File: config.mk
export PLATFORM = sky130hd
export DESIGN_NAME = pecell_apb_regs
export DESIGN_NICKNAME = d
export VERILOG_FILES = /design/src/rtl/pecell_apb_regs.sv
export SDC_FILE = /design/constraint.sdc
export NUM_CORES = 1
export LEC_CHECK = 0
export CORE_ASPECT_RATIO = 1.25
export CORE_MARGIN = 2
export CORE_UTILIZATION = 30
export DETAILED_ROUTE_END_ITERATION = 6
export PLACE_DENSITY = 0.61
export SLEW_MARGIN = 20
export SYNTH_ARGS = -nofsm -noshare
export SYNTH_HDL_FRONTEND = slang
export SYNTH_SLANG_ARGS = --single-unit
export TNS_END_PERCENT = 20
File: constraint.sdc
create_clock -name clk -period 2.45 [get_ports clk]
set_input_delay 0.49 -clock clk [delete_from_list [all_inputs] [get_ports clk]]
set_output_delay 0.49 -clock clk [all_outputs]
set_load 0.02 [all_outputs]
File: src/rtl/pecell_apb_regs.sv
// APB configuration/status slave for the PE cell: CTRL/THRESH config, live STATUS/ID,
// a saturating write-beat counter with coherent high-byte shadow, and a masked interrupt.
module pecell_apb_regs #(
  parameter int WAIT_CYC = 1
) (
  input  logic       clk,
  input  logic       rst_n,
  input  logic [6:0] pe_id,
  input  logic       psel,
  input  logic       penable,
  input  logic       pwrite,
  input  logic [3:0] paddr,
  input  logic [7:0] pwdata,
  output logic [7:0] prdata,
  output logic       pready,
  input  logic       wdata_valid,
  input  logic       wdata_busy,
  input  logic       wdata_last,
  input  logic       pe_busy,
  output logic       cfg_en,
  output logic [1:0] cfg_mode,
  output logic [7:0] cfg_thresh,
  output logic       irq
);

  typedef enum logic {
    S_IDLE   = 1'b0,
    S_ACCESS = 1'b1
  } state_t;

  localparam logic [3:0] LP_WAIT    = 4'(WAIT_CYC);
  localparam logic [3:0] A_CTRL     = 4'h0;
  localparam logic [3:0] A_STATUS   = 4'h1;
  localparam logic [3:0] A_ID       = 4'h2;
  localparam logic [3:0] A_THRESH   = 4'h3;
  localparam logic [3:0] A_WCNT_L   = 4'h4;
  localparam logic [3:0] A_WCNT_H   = 4'h5;
  localparam logic [3:0] A_IRQ_STAT = 4'h6;
  localparam logic [3:0] A_IRQ_MASK = 4'h7;

  state_t      r_state;
  logic [3:0]  r_wait;
  logic [2:0]  r_ctrl;
  logic [7:0]  r_thresh;
  logic [15:0] r_wcnt;
  logic [7:0]  r_wcnt_shadow;
  logic [1:0]  r_irq_stat;
  logic [1:0]  r_irq_mask;
  logic        r_irq;

  logic        w_done;
  logic        w_wr;
  logic        w_rd;
  logic        w_addr_err;
  logic        w_wcnt_clr;
  logic        w_snapshot;
  logic        w_accept;
  logic        w_frame_done;
  logic [1:0]  w_w1c;

  // Handshake: a transfer completes on the rising edge where psel, penable and pready
  // are all high; pready depends only on registered FSM state, never on APB inputs.
  assign pready       = (r_state == S_ACCESS) && (r_wait == 4'd0);
  assign w_done       = psel & penable & pready;
  assign w_wr         = w_done & pwrite;
  assign w_rd         = w_done & ~pwrite;
  assign w_addr_err   = w_done & paddr[3];
  assign w_wcnt_clr   = w_wr & (paddr == A_WCNT_L);
  assign w_snapshot   = w_rd & (paddr == A_WCNT_L);
  assign w_accept     = wdata_valid & ~wdata_busy;
  assign w_frame_done = w_accept & wdata_last;
  assign w_w1c        = (w_wr && (paddr == A_IRQ_STAT)) ? pwdata[1:0] : 2'b00;

  always_ff @(posedge clk or negedge rst_n) begin
    if (!rst_n) begin
      r_state <= S_IDLE;
      r_wait  <= 4'd0;
    end else begin
      case (r_state)
        S_IDLE: begin
          if (psel && !penable) begin
            r_state <= S_ACCESS;
            r_wait  <= LP_WAIT;
          end
        end
        S_ACCESS: begin
          if (!psel || w_done) begin
            r_state <= S_IDLE;
          end else if (r_wait != 4'd0) begin
            r_wait <= r_wait - 4'd1;
          end
        end
        default: r_state <= S_IDLE;
      endcase
    end
  end

  always_ff @(posedge clk or negedge rst_n) begin
    if (!rst_n) begin
      r_ctrl     <= 3'd0;
      r_thresh   <= 8'd0;
      r_irq_mask <= 2'd0;
    end else if (w_wr) begin
      case (paddr)
        A_CTRL:     r_ctrl     <= pwdata[2:0];
        A_THRESH:   r_thresh   <= pwdata;
        A_IRQ_MASK: r_irq_mask <= pwdata[1:0];
        default: ;
      endcase
    end
  end

  // Clear has priority over a coincident beat; the count sticks at all-ones.
  always_ff @(posedge clk or negedge rst_n) begin
    if (!rst_n) begin
      r_wcnt        <= 16'd0;
      r_wcnt_shadow <= 8'd0;
    end else if (w_wcnt_clr) begin
      r_wcnt        <= 16'd0;
      r_wcnt_shadow <= 8'd0;
    end else begin
      if (w_accept && (r_wcnt != 16'hFFFF)) r_wcnt <= r_wcnt + 16'd1;
      if (w_snapshot) r_wcnt_shadow <= r_wcnt[15:8];
    end
  end

  // New events win over a same-cycle write-1-to-clear.
  always_ff @(posedge clk or negedge rst_n) begin
    if (!rst_n) begin
      r_irq_stat <= 2'd0;
      r_irq      <= 1'b0;
    end else begin
      r_irq_stat <= (r_irq_stat & ~w_w1c) | {w_addr_err, w_frame_done};
      r_irq      <= |(r_irq_stat & r_irq_mask);
    end
  end

  always_comb begin
    prdata = 8'h00;
    if (pready && psel && !pwrite) begin
      case (paddr)
        A_CTRL:     prdata = {5'd0, r_ctrl};
        A_STATUS:   prdata = {6'd0, wdata_valid, pe_busy};
        A_ID:       prdata = {1'b0, pe_id};
        A_THRESH:   prdata = r_thresh;
        A_WCNT_L:   prdata = r_wcnt[7:0];
        A_WCNT_H:   prdata = r_wcnt_shadow;
        A_IRQ_STAT: prdata = {6'd0, r_irq_stat};
        A_IRQ_MASK: prdata = {6'd0, r_irq_mask};
        default:    prdata = 8'h00;
      endcase
    end
  end

  assign cfg_en     = r_ctrl[0];
  assign cfg_mode   = r_ctrl[2:1];
  assign cfg_thresh = r_thresh;
  assign irq        = r_irq;

endmodule

---- Word level (Yosys, flattened, before mapping) ----
Index checks and enable logic that the tools add are counted.
storage, ports and cells
  bits in registers ....................... 45
  bits in latches ......................... 0
  bits in writable memories ............... 0
  memory bits (read-only) ................. 0
  input port bits ......................... 28
  output and inout bits ................... 21
  logic and storage cells ................. 72
  memories ................................ 0
operators by class
  add/subtract/negate cells ............... 2
  multiply operators ...................... 0
  div/mod/pow operators ................... 0
  order comparisons ....................... 0
  equality and inequality tests ........... 11
  shifts and indexed selects .............. 0
  multiplexer cells ....................... 14
  bitwise logic cells ..................... 16
  reduce and logical (&&, ||, !) cells .... 20
operators with widths
  operator                                                               count
  8-bit case mux with 8 select lines                                     1
  16-bit two-way mux                                                     2
  8-bit two-way mux                                                      3
  16-bit by 1-bit adder with 16-bit output, second input constant        1
  4-bit by 3-bit equality test with 1-bit output, second input constant  4
  16-bit inequality test, second input constant                          1
  4-bit two-way mux                                                      3
  1-bit AND                                                              9
  4-bit by 2-bit equality test with 1-bit output, second input constant  2
  4-bit logical NOT                                                      2
  4-bit case mux with 2 select lines                                     1
  1-bit logical AND                                                      6
  2-bit AND reduction                                                    3
  2-bit AND                                                              2
  4-bit by 1-bit equality test with 1-bit output, second input constant  1
  2-bit inequality test, second input constant                           2
  2-bit nonzero test                                                     2
  4-bit nonzero test                                                     1
  4-bit by 1-bit subtractor with 4-bit output, second input constant     1
  1-bit logical NOT                                                      3
  1-bit inverter                                                         3
  3-bit AND reduction                                                    1
  1-bit two-way mux                                                      2
  2-bit two-way mux                                                      1
  6 further kinds                                                        6

---- Depth between registers and ports, before layout ----
  depth in word-level cells ............... 9
  gate-level depth with buffers ........... 8
  depth with buffers taken out ............ 6

---- Least setup slack after synthesis ----
OpenSTA, ideal clock, no wires.
  path kind ............................... input to output
  from .................................... input paddr[1]
  to ...................................... output prdata[0]
  arrival ................................. 1.723 ns
  required time ........................... 1.960 ns
  slack ................................... 0.237 ns
  stages on the path ...................... 5
  buffers on the path ..................... 1
  cell sequence ........................... buf_2 > or3b_2 > a21oi_1 > a31oi_1 > a31oi_1
between the ends
  word-level cells in the longest chain between the ends .. 3
  elaborated cells on any way between the ends .. 10
  classes of those cells .................. 7 x eq/ne; 2 x mux; 1 x reduce/logical
ends and longest elaborated chain
  what                                                                    line  text
  start, declared                                                         12    input logic [3:0] paddr,
  4-bit by 3-bit equality test with 1-bit output (tied with other cells)  141   case (paddr)
  8-bit case mux with 8 select lines (*)                                  141
  8-bit two-way mux (*)                                                   140   if (pready && psel && !pwrite) begin
  end, declared                                                           14    output logic [7:0] prdata,
Mark *: on every way between the ends. The rest lies on a longest branch, timed or not.

---- Worst setup path in the final report ----
Same ends and word-level chain as after synthesis.

==> impl_metrics.py <==
metrics = {
    "worst_setup_path": {
        "cp_max_fo": 8,
        "ff2ff_setup_slack_ns": 0.50,
        "cp_cell_sequence": "clkdlybuf4s50_1 -> buf_4 -> mux2_2 -> a31oi_1 -> a31oi_1 -> buf_4",
        "cp-startpoint": "paddr[1]",
        "crit_end": "prdata[0]",
        "slowest_delay_ns": 0.48,
        "slowest_stage": "clkdlybuf4s50_1",
        "crit_arrival_ns": 1.93,
        "worstSetupPathType": "in -> out",
        "critPathRequiredTime_ns": 1.96,
        "ff2ff_path_depth": 7,
        "startpoint_type": "primary input",
        "endpoint_kind": "output port",
        "reg2reg_from": "r_wait[0]",
        "r2r-end": "cfg_thresh[4]",
    },
    "status": {
        "status": "finished clean",
    },
    "place": {
        "numPlacedInstances": 467,
        "io_buffers": 48,
        "detailedPlace.worstSlack_ns": -0.581,
        "dp_hpwl_um": 5630,
        "place_area_um2": 3490,
        "gp_congestion": 0.892,
    },
    "cts": {
        "clock_path_buffers": 2,
        "clkLatencyLatePin_ns": 0.30,
        "cts_root_buf": "clkbuf_8",
        "clock_sinks": 45,
        "cts_tree": "built",
        "cts_max_level": 2,
        "cts_buffers": 5,
        "clk_pin_slew_ns": 0.08,
    },
    "detailed_routing": {
        "avgRoutedWirePerCell_um": 15.0,
        "viasPerCell": 5.10,
        "dr.pass1.iters": 4,
        "ant_nets": 0,
        "drt-initial-drc-count": 103,
        "drc": 0,
        "wl_um": 7150,
        "vias": 2429,
    },
    "timing": {
        "hold_viol": 0,
        "slew_violations": 0,
        "period_needed_ns": 2.42,
        "worst_pin_slew_ns": 0.597,
        "finalSetupViolCount": 0,
        "finalCritPeriodShare_pct": 98.8,
        "fmax_mhz": 413,
        "slew_headroom_pct": 59.8,
        "rsz0062_at_grt": "yes",
        "setup_slack_ns": 0.0305,
        "fin_skew_ns": 0.00594,
    },
    "logic_synthesis": {
        "synth-main-ff-cell": "dfrtp_1",
        "avgSynthCellArea_um2": 9.71,
        "netlist_area_um2": 2650,
        "ys_seq_area_share_pct": 42.5,
        "async_flop_share_pct": 100,
        "synth_warnings": 0,
        "synth_cell_types": 55,
        "synth-edff-count": 0,
        "synthCells": 273,
        "ys_ff_latch": 45,
        "synth_fp_nets": 303,
    },
    "grt": {
        "grt_pass1_wl_um": 11400,
        "grt_max_degree": 21,
        "grt_usage_pct": 15.3,
        "grt_pass1_vias": 2349,
        "overflow": 0,
        "antenna_found_initial": 0,
    },
    "floorplan": {
        "die_area_um2": 9610,
        "io_pins": 49,
        "start_util_pct": 30.6,
        "core_um2": 8650,
        "rows": 38,
        "die_w_um": 88.1,
        "fp.dieH_um": 109,
    },
    "power_and_ir_drop": {
        "power.static_leakage_nw": 1.54,
        "vdd_drop_max_mv": 0.251,
        "power_density_nw_per_um2": 536,
    },
    "run": {
        "max-cap-violations": 0,
    },
    "final_layout": {
        "final_core_util_pct": 41.4,
        "postLayoutCellArea_um2": 3580,
        "layout-drive-gt1-share_pct": 25.6,
        "nNetsFinal": 385,
        "antennaDiodeCount": 0,
        "syn2layout_area_growth_pct": 35.1,
        "instances_no_fill": 476,
    },
    "hold_path": {
        "hp-class": "in -> async",
    },
}
Yosys cell counts, drive strengths merged (3+ instances only):
| cell | number | area share, % |
|---|---|---|
| inv | 18 | 2.5 |
| nand3 | 15 | 3.0 |
| buf | 9 | 2.1 |
| a22o | 6 | 2.0 |
| dfrtp | 45 | 42 |
| and4 | 3 | 1.0 |
| nor2 | 13 | 1.8 |
| nor4 | 3 | 0.94 |
| a21oi | 15 | 2.8 |
| o41ai | 3 | 0.99 |
| nand2 | 22 | 3.1 |
| nand3b | 9 | 2.5 |
| nand2b | 3 | 0.99 |
| clkbuf | 3 | 0.42 |
| mux2i | 11 | 4.2 |
| o22a | 3 | 0.99 |
| nand4 | 7 | 1.9 |
| o21ai | 18 | 3.4 |
| or3 | 9 | 2.6 |
| or4 | 7 | 2.0 |
| o31ai | 6 | 1.7 |
| mux2 | 16 | 6.8 |
final cells by class:
type | count | area (µm²)
clock inverter | 2 | 10.0
timing repair buffer | 87 | 739
sequential | 45 | 1130
clock buffer | 6 | 72.6
fill | 877 | 5070
multi-input combinational | 198 | 1420
inverter | 18 | 67.6
tap | 120 | 150
power by group:
| group | leakage [nW] | total (mW) | switching, mW | internal, mW |
|---|---|---|---|---|
| registers | 0.568 | 0.985 | 0.130 | 0.855 |
| clock network | 0.0450 | 0.445 | 0.247 | 0.198 |
| logic | 0.923 | 0.489 | 0.234 | 0.255 |
flip-flops by register name, summed over array words and instances, names as in the netlist:
name and cells:
irq 1, r_state 1, cfg_thresh 8, r_ctrl 3, r_wcnt 16, r_irq_stat 2, r_irq_mask 2, r_wait 4
r_wcnt_shadow 8
kinds of logic after synthesis:
group | share of synthesized area (%)
AO/OA/AOI/OAI | 16.3
adder cells (fa/ha/maj) | 0.944
multiplexers | 10.9
AND/OR/NAND/NOR | 24.3
flip-flops | 42.5
buffers and inverters | 5.10
per-layer routing:
| metal | routed length, µm | part of all wire [%] | global-route usage (%) | vias up |
|---|---|---|---|---|
| li1 | - | - | - | 1193 |
| met1 | 3000 | 42 | 17.8 | 1189 |
| met2 | 3830 | 54 | 28.7 | 40 |
| met3 | 252 | 3.5 | 3.03 | 7 |
| met4 | 60 | 0.84 | 3.57 | 0 |
| met5 | 0 | 0 | 0 | - |
stage by stage:
step / TNS (ns) / hold slack, ns / total power [mW]
after global routing: -0.0273 / 0.161 / 2.04
after CTS: 0 / 0.145 / 1.93
after detailed placement: -5.29 / 0.468 / 1.48
after global placement: -4.89 / 0.465 / 1.47
final: 0 / 0.134 / 1.92
after floorplan: 0 / 0.194 / 1.24
cells in the final DEF (no fill, tap or decap), types with 12 or more instances in the layout:
cell and count:
dfrtp_1 45, nor2_1 12, nand2_1 21, inv_1 18, buf_4 45, a21oi_1 13, clkdlybuf4s50_1 36, o21ai_0 18
nand3_1 14, mux2_2 16
how the worst min path moves through the flow:
stage / to / from / slack, ns
after floorplan: cfg_thresh[0] / rst_n / 0.19
after global placement: r_ctrl[0] / rst_n / 0.47
after detailed placement: r_ctrl[1] / rst_n / 0.47
after CTS: r_state / rst_n / 0.14
after global routing: r_ctrl[1] / rst_n / 0.16
final: r_ctrl[1] / rst_n / 0.13
critical path: cells and delay by family:
kind,cells,cell delay [ns]
buf+inv,3,0.83
mux,1,0.35
compound gates,2,0.26
repair_timing:
action,CTS,global route
cloned,0,0
resized for setup,36,12
buffers inserted,0,1
pin swaps,1,3
setup endpoints to repair,8,7
hold buffers,0,0
Note: power is estimated with default switching activity, not from simulation.
